===== src/rtl/fetch_stage_pkg.sv =====
// fetch_stage_pkg: shared CPU definitions for the fetch stage and later pipeline
// registers: opcode field position, HALT opcode, fetch FSM encodings, NOP word.
package fetch_stage_pkg;
  localparam int         OPCODE_MSB = 15;
  localparam int         OPCODE_LSB = 12;
  localparam logic [3:0] HALT_OP    = 4'hF;

  // Fetch FSM encodings (kept as plain constants for legacy tools)
  localparam logic [1:0] FS_BOOT    = 2'd0;
  localparam logic [1:0] FS_RUN     = 2'd1;
  localparam logic [1:0] FS_HALTED  = 2'd2;

  localparam logic [15:0] NOP_INSTR = 16'h0000;
endpackage


===== src/rtl/fetch_stage_if.sv =====
// fetch_stage_if: bundles the instruction-memory bus, the hazard/branch control
// inputs and the IF/ID register outputs of the fetch stage.
//   master : the fetch stage (drives imem_addr/en/wr, if_id_*, halted)
//   slave  : memory + downstream pipeline (drives imem_data, stall, redirect*)
interface fetch_stage_if #(
  parameter int AWIDTH = 16,
  parameter int DWIDTH = 16
);
  logic [AWIDTH-1:0] imem_addr;
  logic              imem_en;
  logic              imem_wr;
  logic [DWIDTH-1:0] imem_data;
  logic              stall;
  logic              redirect;
  logic [AWIDTH-1:0] redirect_target;
  logic [DWIDTH-1:0] if_id_instr;
  logic [AWIDTH-1:0] if_id_pc;
  logic [AWIDTH-1:0] if_id_pc_plus2;
  logic              if_id_valid;
  logic              halted;

  modport master (
    output imem_addr, imem_en, imem_wr,
    output if_id_instr, if_id_pc, if_id_pc_plus2, if_id_valid, halted,
    input  imem_data, stall, redirect, redirect_target
  );

  modport slave (
    input  imem_addr, imem_en, imem_wr,
    input  if_id_instr, if_id_pc, if_id_pc_plus2, if_id_valid, halted,
    output imem_data, stall, redirect, redirect_target
  );
endinterface


===== src/rtl/fetch_stage_if_id_reg.sv =====
// fetch_stage_if_id_reg: generic pipeline register with async reset.
//   ld      : capture d and set valid
//   clr_vld : drop valid, keep payload (wins over ld)
//   neither : hold everything (stall)
// Ports: clk, rst, ld, clr_vld, d[W], q[W], vld
module fetch_stage_if_id_reg #(
  parameter int           W       = 48,
  parameter logic [W-1:0] RST_VAL = '0
) (
  input  logic         clk,
  input  logic         rst,
  input  logic         ld,
  input  logic         clr_vld,
  input  logic [W-1:0] d,
  output logic [W-1:0] q,
  output logic         vld
);
  logic [W-1:0] data_d, data_q;
  logic         vld_d, vld_q;

  always_comb begin
    data_d = data_q;
    vld_d  = vld_q;
    if (clr_vld) begin
      vld_d = 1'b0;
    end else if (ld) begin
      data_d = d;
      vld_d  = 1'b1;
    end
  end

  always_ff @(posedge clk or posedge rst) begin
    if (rst) begin
      data_q <= RST_VAL;
      vld_q  <= 1'b0;
    end else begin
      data_q <= data_d;
      vld_q  <= vld_d;
    end
  end

  assign q   = data_q;
  assign vld = vld_q;
endmodule


===== src/rtl/fetch_stage.sv =====
// fetch_stage: instruction fetch. Holds the PC, reads the combinational
// instruction memory at pc and registers {instr, pc, pc+2} into IF/ID.
// Priority per edge: redirect > stall > normal. A fetched HALT freezes the PC
// and stops fetch until a redirect arrives.
// Ports: clk, rst (async, active high), bus (fetch_stage_if.master).
module fetch_stage
  import fetch_stage_pkg::*;
#(
  parameter int              AWIDTH      = 16,
  parameter int              DWIDTH      = 16,
  parameter logic [AWIDTH-1:0] RESET_PC  = '0,
  parameter logic [3:0]      HALT_OPCODE = HALT_OP
) (
  input  logic          clk,
  input  logic          rst,
  fetch_stage_if.master bus
);
  localparam int RW = DWIDTH + 2*AWIDTH;

  logic [1:0]        state_d, state_q;
  logic [AWIDTH-1:0] pc_d, pc_q;
  logic              halted_d, halted_q;
  logic              ld, clr_vld;
  logic [AWIDTH-1:0] pc_plus2;
  logic              is_halt;
  logic [RW-1:0]     reg_d, reg_q;
  logic              unused_tgt0;

  assign pc_plus2    = pc_q + AWIDTH'(2);
  assign is_halt     = bus.imem_data[OPCODE_MSB:OPCODE_LSB] == HALT_OPCODE;
  assign unused_tgt0 = bus.redirect_target[0];

  always_comb begin
    state_d = state_q;
    pc_d    = pc_q;
    ld      = 1'b0;
    clr_vld = 1'b0;
    if (bus.redirect) begin
      // squash: also lifts a HALT fetched down the wrong path
      pc_d    = {bus.redirect_target[AWIDTH-1:1], 1'b0};
      clr_vld = 1'b1;
      state_d = FS_RUN;
    end else if (state_q == FS_BOOT) begin
      // boot cycle only lets the memory image settle; leaves regardless of stall
      state_d = FS_RUN;
    end else if (!bus.stall) begin
      case (state_q)
        FS_RUN: begin
          ld = 1'b1;
          if (is_halt) state_d = FS_HALTED;
          else         pc_d    = pc_plus2;
        end
        FS_HALTED: clr_vld = 1'b1;
        default:   state_d = FS_BOOT;
      endcase
    end
    halted_d = (state_d == FS_HALTED);
  end

  always_ff @(posedge clk or posedge rst) begin
    if (rst) begin
      state_q  <= FS_BOOT;
      pc_q     <= RESET_PC;
      halted_q <= 1'b0;
    end else begin
      state_q  <= state_d;
      pc_q     <= pc_d;
      halted_q <= halted_d;
    end
  end

  assign reg_d = {bus.imem_data, pc_q, pc_plus2};

  fetch_stage_if_id_reg #(
    .W       (RW),
    .RST_VAL ({DWIDTH'(NOP_INSTR), {(2*AWIDTH){1'b0}}})
  ) u_if_id (
    .clk     (clk),
    .rst     (rst),
    .ld      (ld),
    .clr_vld (clr_vld),
    .d       (reg_d),
    .q       (reg_q),
    .vld     (bus.if_id_valid)
  );

  assign bus.if_id_instr    = reg_q[RW-1 -: DWIDTH];
  assign bus.if_id_pc       = reg_q[2*AWIDTH-1 -: AWIDTH];
  assign bus.if_id_pc_plus2 = reg_q[AWIDTH-1:0];
  assign bus.halted         = halted_q;
  assign bus.imem_addr      = pc_q;
  assign bus.imem_en        = (state_q == FS_RUN);
  assign bus.imem_wr        = 1'b0;
endmodule


===== src/flat_wrapper.sv =====
// flat-port wrapper written by rule: the top's interface ports become plain ports
module fetch_stage_flat import fetch_stage_pkg::*;
#(
  parameter int              AWIDTH      = 16,
  parameter int              DWIDTH      = 16,
  parameter logic [AWIDTH-1:0] RESET_PC  = '0,
  parameter logic [3:0]      HALT_OPCODE = HALT_OP
)
  (clk, rst, bus_imem_addr, bus_imem_en, bus_imem_wr, bus_if_id_instr, bus_if_id_pc, bus_if_id_pc_plus2, bus_if_id_valid, bus_halted, bus_imem_data, bus_stall, bus_redirect, bus_redirect_target);
  fetch_stage_if #(.AWIDTH(AWIDTH), .DWIDTH(DWIDTH)) bus_i ();
  input  logic clk;
  input  logic rst;
  output wire logic [$bits(bus_i.imem_addr)-1:0] bus_imem_addr;
  output wire logic [$bits(bus_i.imem_en)-1:0] bus_imem_en;
  output wire logic [$bits(bus_i.imem_wr)-1:0] bus_imem_wr;
  output wire logic [$bits(bus_i.if_id_instr)-1:0] bus_if_id_instr;
  output wire logic [$bits(bus_i.if_id_pc)-1:0] bus_if_id_pc;
  output wire logic [$bits(bus_i.if_id_pc_plus2)-1:0] bus_if_id_pc_plus2;
  output wire logic [$bits(bus_i.if_id_valid)-1:0] bus_if_id_valid;
  output wire logic [$bits(bus_i.halted)-1:0] bus_halted;
  input wire logic [$bits(bus_i.imem_data)-1:0] bus_imem_data;
  input wire logic [$bits(bus_i.stall)-1:0] bus_stall;
  input wire logic [$bits(bus_i.redirect)-1:0] bus_redirect;
  input wire logic [$bits(bus_i.redirect_target)-1:0] bus_redirect_target;
  assign bus_imem_addr = bus_i.imem_addr;
  assign bus_imem_en = bus_i.imem_en;
  assign bus_imem_wr = bus_i.imem_wr;
  assign bus_if_id_instr = bus_i.if_id_instr;
  assign bus_if_id_pc = bus_i.if_id_pc;
  assign bus_if_id_pc_plus2 = bus_i.if_id_pc_plus2;
  assign bus_if_id_valid = bus_i.if_id_valid;
  assign bus_halted = bus_i.halted;
  assign bus_i.imem_data = bus_imem_data;
  assign bus_i.stall = bus_stall;
  assign bus_i.redirect = bus_redirect;
  assign bus_i.redirect_target = bus_redirect_target;
  fetch_stage #(.AWIDTH(AWIDTH), .DWIDTH(DWIDTH), .RESET_PC(RESET_PC), .HALT_OPCODE(HALT_OPCODE)) u_core (.clk(clk), .rst(rst), .bus(bus_i));
endmodule

===== config.mk =====
export PLATFORM = sky130hd
export DESIGN_NAME = fetch_stage_flat
export DESIGN_NICKNAME = d
export VERILOG_FILES = /design/src/rtl/fetch_stage_pkg.sv /design/src/rtl/fetch_stage_if.sv /design/src/rtl/fetch_stage_if_id_reg.sv /design/src/rtl/fetch_stage.sv /design/src/flat_wrapper.sv
export SDC_FILE = /design/constraint.sdc
export NUM_CORES = 1
export LEC_CHECK = 0
export CORE_MARGIN = 8
export CORE_UTILIZATION = 40
export DETAILED_ROUTE_END_ITERATION = 8
export PLACE_DENSITY = 0.72
export SLEW_MARGIN = 10
export SYNTH_ARGS = -nofsm -noshare
export SYNTH_HDL_FRONTEND = slang
export SYNTH_SLANG_ARGS = --single-unit

===== constraint.sdc =====
create_clock -name clk -period 2.75 [get_ports clk]
set_input_delay 0.6875 -clock clk [delete_from_list [all_inputs] [get_ports clk]]
set_output_delay 0.6875 -clock clk [all_outputs]
set_load 0.1 [all_outputs]

Word-level counts from Yosys, hierarchy flattened
Cells that the tools add are included.
{"block": "totals", "regBits": 68, "output_inout_bits": 68, "in_bits": 36}
{"block": "op_classes", "n_bitwise": 1, "n_reduce_logical": 5, "eq_ne": 7, "muxes": 20, "n_addsub": 1}
{"op": "$mux 16", "n": 5}
{"op": "$add 16x2->16 const B", "n": 1}
{"op": "$mux 1", "n": 10}
{"op": "$mux 2", "n": 4}
{"op": "$eq 2x2->1 const B", "n": 2}
{"op": "$eq 4x4->1 const B", "n": 1}
{"op": "$ne 2x2->1 const B", "n": 2}
{"op": "$pmux 2 s2", "n": 1}
{"op": "$reduce_and 4->1", "n": 1}
{"op": "$reduce_bool 2->1", "n": 2}
{"op": "$eq 2x1->1 const B", "n": 1}
{"op": "$logic_not 2->1", "n": 1}
{"op": "$ne 2x1->1 const B", "n": 1}
{"op": "$reduce_and 2->1", "n": 1}
{"op": "$not 1->1", "n": 1}

Depth between registers and ports, before layout
Gate-level depths: netlist of run 1.
{"block": "depth", "word_depth": 7, "ltp_mapped": 7, "ltp_nobuf": 6}

By module
From an unflattened synthesis of run 1, not the netlist that was laid out.
{"block": "hier_totals", "cells_unflattened": 250, "hier_area_um2": 3221.8}
{"mod": "fetch_stage_if_id_reg", "cells_per_inst": 106, "instances": 1, "area_per_inst_um2": 1933.1, "seq_area_each_um2": 1226.2}
{"mod": "fetch_stage", "cells_per_inst": 144, "instances": 1, "area_per_inst_um2": 1288.7, "seq_area_each_um2": 450.4}

Worst setup path before layout of run 1
No wires, ideal clock.
{"block": "synth_timing", "path_type": "register to register", "startpoint": "reg u_core.state_q[1]", "endpoint": "reg u_core.pc_q[7] (netlist: u_core.bus.imem_addr[7])", "stages_incl_launch_ff": 7, "path_buffers": 0, "path_slack_ns": 0.095, "arrival_time_ns": 2.528, "setup_time_ns": 0.127, "t_required_ns": 2.623, "path_cell_list": "dfrtp_1 -> inv_1 -> ha_1 -> or3b_4 -> or4b_4 -> xor2_1 -> o21ai_2"}
{"block": "synth_via", "elab_chain_cells": 3, "word_cells_on_any_way": 5, "cone_classes": "eq/ne: 2; reduce/logical: 3"}
{"item": "start: declaration", "line_no": "fetch_stage.sv:20", "source": "logic [1:0] state_d, state_q;"}
{"item": "start signal: assignment", "line_no": "fetch_stage.sv:66", "source": "state_q <= state_d;"}
{"item": "$eq 2x1->1"}
{"item": "named net bus_imem_en", "line_no": "flat_wrapper.sv:14", "source": "output wire logic [$bits(bus_i.imem_en)-1:0] bus_imem_en;"}
{"item": "$reduce_bool 2->1 (no source line)"}
{"item": "$reduce_and 4->1 (no source line)"}
{"item": "end signal: assignment", "line_no": "fetch_stage.sv:67", "source": "pc_q <= pc_d;"}
{"item": "end: declaration", "line_no": "fetch_stage.sv:21", "source": "logic [AWIDTH-1:0] pc_d, pc_q;"}
The timed path passes the listed nets, and every way through them passes these cells.
A chain may end at the register's enable or synchronous reset.

Worst setup path in the final report of run 1
{"block": "layout_timing", "startpoint": "in bus_stall", "endpoint": "reg u_core.u_if_id.data_q[3] (netlist: u_core.u_if_id.q[3])"}
{"block": "layout_via", "elab_chain_cells": 5, "word_cells_on_any_way": 8, "cone_classes": "mux: 6; bitwise: 1; reduce/logical: 1"}
{"item": "start: declaration", "line_no": "flat_wrapper.sv:22", "source": "input wire logic [$bits(bus_i.stall)-1:0] bus_stall;"}
{"item": "$mux 1", "line_no": "fetch_stage.sv:46", "source": "end else if (!bus.stall) begin"}
{"item": "$mux 1", "line_no": "fetch_stage.sv:43", "source": "end else if (state_q == FS_BOOT) begin"}
{"item": "$mux 1", "line_no": "fetch_stage.sv:38", "source": "if (bus.redirect) begin"}
{"item": "$not 1->1 (no source line)"}
{"item": "$reduce_and 2->1 (no source line) (*)"}
{"item": "end signal: assignment", "line_no": "fetch_stage_if_id_reg.sv:37", "source": "data_q <= data_d;"}
{"item": "end: declaration", "line_no": "fetch_stage_if_id_reg.sv:18", "source": "logic [W-1:0] data_d, data_q;"}
Every way passes the cells marked *; elsewhere a longest branch is shown, timed or not.

==> results of run 1 <==
==> power breakdown <==
part,switching [mW],total (mW),leakage [nW],internal (mW)
Clock,0.344,0.753,0.0929,0.410
Combinational,1.85,2.30,1.15,0.450
Sequential,0.148,1.30,0.795,1.15
==> synthesized netlist by cell type (2+ instances only) <==
master and count:
o31a_1 3, nor3b_1 3, mux2i_1 2, xor2_1 8, o21ai_0 24, a21oi_1 2
nand4_1 4, and3_1 2, nor2_1 9, nand2b_1 4, dfrtp_1 65, buf_4 5
nor4_1 3, nand2_2 2, buf_2 7, inv_1 9, nand4_2 2, a31oi_1 5
nand2_1 119, clkbuf_1 10, nor3_1 4, nand3_1 9, ha_1 4, o21a_1 2
xnor2_1 12
==> final cells by class <==
class | instances | area, µm²
multi-input cells | 243 | 1310
clock buffers | 11 | 131
well taps | 102 | 128
inverters | 9 | 33.8
fillers | 667 | 3360
clock inverters | 4 | 45.0
flip-flops and latches | 65 | 1630
repair buffers | 109 | 928
==> per-layer routing <==
metal | global-route usage | share of wire
met5 | 0 | 0
met4 | 0.0766 | 0.031
met2 | 0.246 | 0.48
met3 | 0.0347 | 0.054
met1 | 0.187 | 0.43
==> flip-flops by register name, indices dropped and copies added, names as in the netlist <==
register / cells
u_core.bus.halted: 1
u_core.bus.imem_addr: 15
u_core.state_q: 2
u_core.u_if_id.q: 46
u_core.u_if_id.vld: 1
==> cell families after synthesis <==
logic type                 Yosys count  share of synthesized area
AOI/OAI and AO/OA                   42                     0.0829
muxes                                2                    0.00654
other                                1                    0.00122
adders and majority gates            4                     0.0163
buffers and inverters               32                     0.0482
DFF                                 65                      0.531
and+or+nand+nor                    171                      0.257
xor gates and xnor gates            20                     0.0572
==> worst max-delay path by stage <==
stage	end	from	slack [ns]
finish	u_core.u_if_id.q[3]	bus_stall	0.58
global route	u_core.bus.imem_addr[13]	u_core.bus.imem_addr[1]	0.39
CTS	u_core.bus.imem_addr[13]	u_core.bus.imem_addr[1]	0.58
detailed placement	u_core.u_if_id.q[3]	bus_stall	0.23
global placement	u_core.u_if_id.q[15]	bus_stall	0.25
floorplan	u_core.bus.imem_addr[7]	u_core.state_q[1]	0.09
==> critical path: cells and delay by family <==
kind / cells / cell delay [ns]
buf+inv: 4 / 1.06
simple gates: 3 / 0.52
compound gates: 1 / 0.09
==> metrics by stage <==
stage / power, mW / area (µm²) / setup slack [ns] / std cells / utilization
2_1_floorplan: 3.11 / 3070 / 0.0946 / 340 / -
3_3_place_gp: 3.61 / 4030 / 0.254 / 528 / 0.532
3_5_place_dp: 3.64 / 4030 / 0.234 / 528 / 0.532
4_1_cts: 4.39 / 4200 / 0.583 / 543 / 0.555
5_1_grt: 4.54 / 4200 / 0.388 / 543 / 0.555
6_report: 4.36 / 4200 / 0.579 / 543 / 0.555
==> impl_metrics.toml, run 1 <==
[sta]
period_share = 0.789
tightestPinTransition_ns = 0.616
slew_headroom = 0.586
rsz0062_at_grt = "no"
report.final.slew_viol_count = 0
whs_ns = 0.476
hold_viol_final = 0
fin_setup_tns_ns = 0
setup_viol = 0
clock.fmax_ghz = 0.461
min_period_ns = 2.17
clock-skew-final_ns = 0.00876

[routing]
antenna_left = 0
totalWireLength_um = 8060
drc = 0
via_per_inst = 4.84
drtPass1Iterations = 4
drtIter0Drc = 131
wire_per_inst_um = 14.8
vias = 2627

[die]
rows = 32
dieArea_um2 = 10700
die_w_um = 104
die_h_um = 104
ioPinCount = 104
core_area_um2 = 7570
initial_core_util = 0.405

[worst_setup_path]
cp.required_ns = 2.95
critPathMaxFanout = 35
ff2ff_path_depth = 5
crit_path_start_kind = "primary input"
reg2reg_from = "u_core.bus.imem_addr[1]"
r2r_end = "u_core.bus.imem_addr[13]"
path_cells = "clkdlybuf4s50_1 > buf_4 > nor3b_4 > buf_4 > nand3_2 > buf_4 > nand2_1 > o21ai_0"
path_class = "in -> reg"
worstSetupEndpointType = "flop"
path_common_cell = "buf_4"
worstPathArrival_ns = 2.37
regToRegSetupSlack_ns = 0.58
slowest_delay_ns = 0.44
critical-path-slowest-cell = "clkdlybuf4s50_1"

[pwr]
p_per_area_nw_per_um2 = 1040
p_leak_nw = 2.04
ir_drop_mv = 0.439

[final_layout]
finalNetCount = 477
mostFrequentLayoutCells = "nand2_1 (119), buf_4 (73), dfrtp_1 (65)"
areaGrowthSynthToFinish_pct = 37.2
n_antenna_cell = 0
drive_gt1_frac = 0.231
final_common_cell = "nand2_1"

[clock_tree]
cts_made_buffers = 9
htree_levels = 3
cts.path.max_buffers = 2
cts_setup_buffers = 0
post_cts_resized = 0
cts_tree = "done"
clock-root-buffer = "clkbuf_8"
clkLatencyLatePin_ns = 0.33
clock-sinks = 65
clk_pin_slew_ns = 0.07
cts_hold_buf = 0

[synth]
synth_area_leaders = "dfrtp_1 (53%), nand2_1 (15%), o21ai_0 (3.9%), xnor2_1 (3.4%), xor2_1 (2.3%)"
synth_ff_type = "dfrtp_1"
postSynth.asyncResetShare = 1.00
yosysWarnings = 0
synth_cells = 337
netlist_area_um2 = 3060
avgSynthCellArea_um2 = 9.09
synth.distinct_cells = 43
synth-seq-cells = 65
yosysTopAreaCell = "dfrtp_1"
synth-edff-count = 0
synth-seq-area-share = 0.531
yosysTopAreaCellShare = 0.531

[hold_path]
hold_class = "reg -> reg"
min_from = "u_core.u_if_id.q[34]"
whs_endpoint = "u_core.u_if_id.q[34]"
holdPathStages = 2

[global_route]
antenna_found_initial = 0
grt_max_degree = 66
grt_pass1_vias = 2570
globalRouteOverflowTotal = 0
grt_usage = 0.153
grt_pass1_wl_um = 13400

[outcome]
outcome = "complete, no violations"

[place]
gp_congestion = 0.794
dp_hpwl_um = 6030
port_buffers = 98

[job]
max_cap_viol_count = 0
(Power assumes the default switching activity.)
==> run 2, diff against run 1 <==
Settings changed: PLACE_DENSITY 0.72 to 0.75.
Clock period 2.75 ns to 1.8 ns, I/O delays scaled along.
==> run 2 against run 1 <==
- the run now ends with setup timing left
- hold slack worse by 0.034 ns
- utilization is 22 points higher
- wire length is 35% higher
- global-route usage is 2.3 points higher
- clock skew hardly changed
- via count is 17% higher
- cell count is 9.2% higher
- worst setup slack worse by 0.73 ns
- power is 88% higher
==> impl_metrics.toml, run 2 (synthesized netlist as in run 1, its figures left out) <==
[final_layout]
largest_reg_flops = 46
final_common_cell = "nand2_1"
drive_gt1_frac = 0.397
finalNetCount = 526
n_antenna_cell = 0
fin_util = 0.779
final_cells = 593
areaGrowthSynthToFinish_pct = 92.5
mostFrequentLayoutCells = "nand2_1 (117), buf_12 (73), dfrtp_1 (51)"
nFillCells = 444

[worst_setup_path]
critPathMaxFanout = 3
cp.required_ns = 2.02
path_class = "reg -> reg"
worstSetupEndpointType = "flop"
regToRegSetupSlack_ns = -0.15
ff2ff_path_depth = 6
worstPathArrival_ns = 2.17
reg2reg_from = "u_core.state_q[1]"
r2r_end = "u_core.bus.imem_addr[11]"
crit_path_start_kind = "flop"

[clock_tree]
htree_levels = 3
clk_pin_slew_ns = 0.08
clkLatencyLatePin_ns = 0.34
cts_hold_buf = 0
clock-root-buffer = "clkbuf_8"
cts_made_buffers = 9
cts.path.max_buffers = 2
clock-sinks = 65
cts_tree = "done"

[routing]
dr_wl_met3_um = 742
totalWireLength_um = 10900
drtIter0Drc = 220
wire_per_inst_um = 18.4
drc = 0
via_per_inst = 5.17
route.layer.met1.wl_um = 4240
antenna_left = 0
met2_length_um = 5830
top_layer_used = "met4"
vias = 3064
drtPass1Iterations = 4

[die]
initial_core_util = 0.405
core_area_um2 = 7570
rows = 32
die_w_um = 104
dieArea_um2 = 10700
die_h_um = 104
ioPinCount = 104

[sta]
min_period_ns = 1.95
clock-skew-final_ns = 0.00883
clock.fmax_ghz = 0.512
report.final.slew_viol_count = 0
hold_viol_final = 0
fin_setup_tns_ns = -2.03
rsz0062_at_grt = "yes"
period_share = 1.08
finalWorstSetupSlack_ns = -0.152
setup_viol = 41

[global_route]
globalRouteOverflowTotal = 0
grt_pass1_vias = 3059
antenna_found_initial = 0
grt_pass1_wl_um = 15500
grt_usage = 0.176
grt_max_degree = 42

[place]
pre_cts_ws_ns = -0.395
dp_cells = 556
gp_congestion = 0.826
port_buffers = 98
dp_hpwl_um = 7240

[hold_path]
hold_class = "in -> async"

[pwr]
p_leak_nw = 2.68
power.total_mw = 8.18
p_per_area_nw_per_um2 = 1390
ir_drop_mv = 1.21

[outcome]
outcome = "finished with violations"
violations = "setup timing"

[job]
max_cap_viol_count = 0
[run 2: cell type report]
class | instances | area [µm²] | area share
inverters | 9 | 37.5 | 0.00637
repair buffers | 157 | 2320 | 0.393
clock buffers | 11 | 141 | 0.0240
multi-input cells | 244 | 1550 | 0.262
well taps | 102 | 128 | 0.0216
clock inverters | 5 | 55.1 | 0.00934
flip-flops and latches | 65 | 1670 | 0.283
[run 2: how the worst max path moves through the flow]
stage	from	to	slack [ns]
floorplan	u_core.state_q[1]	u_core.bus.imem_addr[7]	-0.29
global placement	bus_stall	u_core.bus.imem_addr[7]	-0.37
detailed placement	bus_stall	u_core.bus.imem_addr[7]	-0.40
CTS	u_core.state_q[0]	u_core.bus.imem_addr[7]	-0.09
global route	u_core.state_q[0]	u_core.bus.imem_addr[11]	-0.26
finish	u_core.state_q[1]	u_core.bus.imem_addr[11]	-0.15
[run 2: worst max-delay path, stage by stage (launching register included)]
cell and delay [ns]:
dfrtp_1 0.40, inv_2 0.11, ha_4 0.13, or3b_4 0.39, or4b_4 0.52, mux2i_1 0.20, nand2_1 0.08
[run 2: power breakdown]
| part | internal, mW | switching [mW] |
|---|---|---|
| combinational | 1.70 | 3.04 |
| sequential | 1.78 | 0.385 |
| clock | 0.674 | 0.599 |
| total | 4.16 | 4.03 |
[run 2: metrics by stage]
stage	cell area [µm²]	hold WS [ns]
floorplan	3340	0.562
global placement	5250	0.514
detailed placement	5250	0.520
CTS	5500	0.436
global route	5900	0.457
finish	5900	0.441
[run 2: what timing repair did]
item	4_1_cts	5_1_grt
cloned	0	11
pin swaps	1	5
setup endpoints to repair	10	63
setup buffers	5	5
resized for setup	4	35
[run 2: per-layer routing]
layer	up-vias	global-route usage
li1	1405	-
met2	117	0.302
met4	0	0.0493
met1	1528	0.206
met3	14	0.0527
met5	-	0
==> run 3, diff against run 2 <==
Settings changed: CELL_PAD_IN_SITES_DETAIL_PLACEMENT set to 0, CELL_PAD_IN_SITES_GLOBAL_PLACEMENT set to 1, CORE_UTILIZATION 40 to 30, PLACE_DENSITY 0.75 to not set, PLACE_DENSITY_LB_ADDON set to 0.1, SLEW_MARGIN 10 to not set.
==> run 3 against run 2 <==
- the flow still finishes with violations (setup timing)
- cell count increased by 4.2%
- wire length decreased by 7.0%
- global-route usage fell by 3.3 points
- non-clock buffer count is 8 lower
- register-to-register slack gained 0.08 ns
- hold slack got worse by 0.063 ns
- clock power shrank 4%
- critical endpoint is now u_core.bus.imem_addr[7]
- sequential power about the same
- utilization fell by 22 points
==> impl_metrics.toml, run 3 (synthesized netlist as in run 1, its figures left out) <==
[die]
initial_core_util = 0.302
die_w_um = 117
rows = 37
dieArea_um2 = 13700
die_h_um = 117
ioPinCount = 104
core_area_um2 = 10100

[final_layout]
mostFrequentLayoutCells = "nand2_1 (118), buf_12 (67), dfrtp_1 (51)"
nFillCells = 901
fin_util = 0.559
largest_reg_flops = 46
final_common_cell = "nand2_1"
n_antenna_cell = 0
multi_input_area_um2 = 1490
finalNetCount = 517
postLayoutCellArea_um2 = 5670
final_cells = 618
seq_area_um2 = 1670
drive_gt1_frac = 0.365
areaGrowthSynthToFinish_pct = 85.0

[worst_setup_path]
cp.required_ns = 2.05
reg2reg_from = "u_core.state_q[1]"
path_class = "reg -> reg"
critical-path-slowest-cell = "or4b_4"
worstPathArrival_ns = 2.12
critPathMaxFanout = 3
ff2ff_path_depth = 6
slowest_delay_ns = 0.51
regToRegSetupSlack_ns = -0.07
r2r_end = "u_core.bus.imem_addr[7]"
crit_path_start_kind = "flop"
path_cells = "inv_2 > ha_4 > or3b_4 > or4b_4 > xor2_1 > o21ai_2"
worstSetupEndpointType = "flop"

[sta]
whs_ns = 0.378
setup_viol = 52
min_period_ns = 1.87
finalWorstSetupSlack_ns = -0.0715
clock-skew-final_ns = 0.00778
report.final.slew_viol_count = 0
period_share = 1.04
rsz0062_at_grt = "yes"
clock.fmax_ghz = 0.534
hold_viol_final = 0
fin_setup_tns_ns = -1.90

[place]
pre_cts_ws_ns = -0.412
port_buffers = 98
gp_congestion = 0.776
dp_cells = 590
dp_hpwl_um = 6820
dpl-instance-area_um2 = 5260

[routing]
drtIter0Drc = 98
via_per_inst = 4.51
wire_per_inst_um = 16.4
drc = 0
vias = 2785
drtPass1Iterations = 4
totalWireLength_um = 10100
antenna_left = 0

[global_route]
antenna_found_initial = 0
grt_pass1_wl_um = 14900
grt_usage = 0.143
globalRouteOverflowTotal = 0
grt_max_degree = 61
grt_pass1_vias = 2887

[pwr]
p_per_area_nw_per_um2 = 1400
ir_drop_mv = 0.862
power.total_mw = 7.96
p_leak_nw = 2.56

[clock_tree]
cts_made_buffers = 9
htree_levels = 3
clkLatencyLatePin_ns = 0.35
cts_tree = "done"
clk_pin_slew_ns = 0.08
clock-root-buffer = "clkbuf_8"
cts.path.max_buffers = 2
clock-sinks = 65

[outcome]
violations = "setup timing"
outcome = "finished with violations"

[hold_path]
hold_class = "in -> async"

[job]
max_cap_viol_count = 0
-- run 3: changes by cell type in the layout (fill, tap and decap cells not counted), sizes merged --
cell      change
clkbuf        -4
bufinv        -1
nand3         -1
inv           +1
buf           -4
clkinv        -2
clkinvlp      +2
-- run 3: per-layer routing --
metal / track usage / share of wire / vias up
met5: 0 / 0 / -
met4: 0.0606 / 0.021 / 0
met3: 0.0344 / 0.049 / 18
met2: 0.245 / 0.50 / 61
met1: 0.168 / 0.43 / 1328
li1: - / - / 1378
-- run 3: worst max path at each step --
stage                            from  cells past startpoint                  endpoint  slack, ns
floorplan           u_core.state_q[1]                      6   u_core.bus.imem_addr[7]      -0.29
detailed placement          bus_stall                      6  u_core.bus.imem_addr[10]      -0.41
global placement            bus_stall                      5   u_core.bus.imem_addr[7]      -0.37
global route        u_core.state_q[1]                     10       u_core.u_if_id.q[9]      -0.19
finish              u_core.state_q[1]                      6   u_core.bus.imem_addr[7]      -0.07
CTS                 u_core.state_q[0]                      6   u_core.bus.imem_addr[7]      -0.05
-- run 3: final cells by class --
type,count,area share
multi-input combinational,243,0.263
inverter,9,0.00662
clock inverter,5,0.00684
tap,136,0.0300
clock buffer,11,0.0267
timing repair buffer,149,0.372
sequential,65,0.294
-- run 3: what timing repair did --
action | in CTS | in global routing
hold buffers | 0 | 0
gates resized for setup | 2 | 20
endpoints found under the setup margin | 6 | 62
pin swaps | 1 | 5
setup buffers | 3 | 4
gates cloned | 0 | 5
-- run 3: power by group --
group / switching, mW / leakage (nW) / internal [mW]
Combinational: 2.98 / 1.69 / 1.62
Clock: 0.639 / 0.0842 / 0.580
Sequential: 0.354 / 0.781 / 1.78
Total: 3.97 / 2.56 / 3.98
-- run 3: critical path: cells and delay by family (launching register included) --
kind                       cells  cell delay [ns]
buffers and inverters          1             0.10
AOI/OAI and AO/OA              1             0.06
DFF                            1             0.39
xor gates and xnor gates       1             0.17
and+or+nand+nor                2             0.90
adders and majority gates      1             0.13
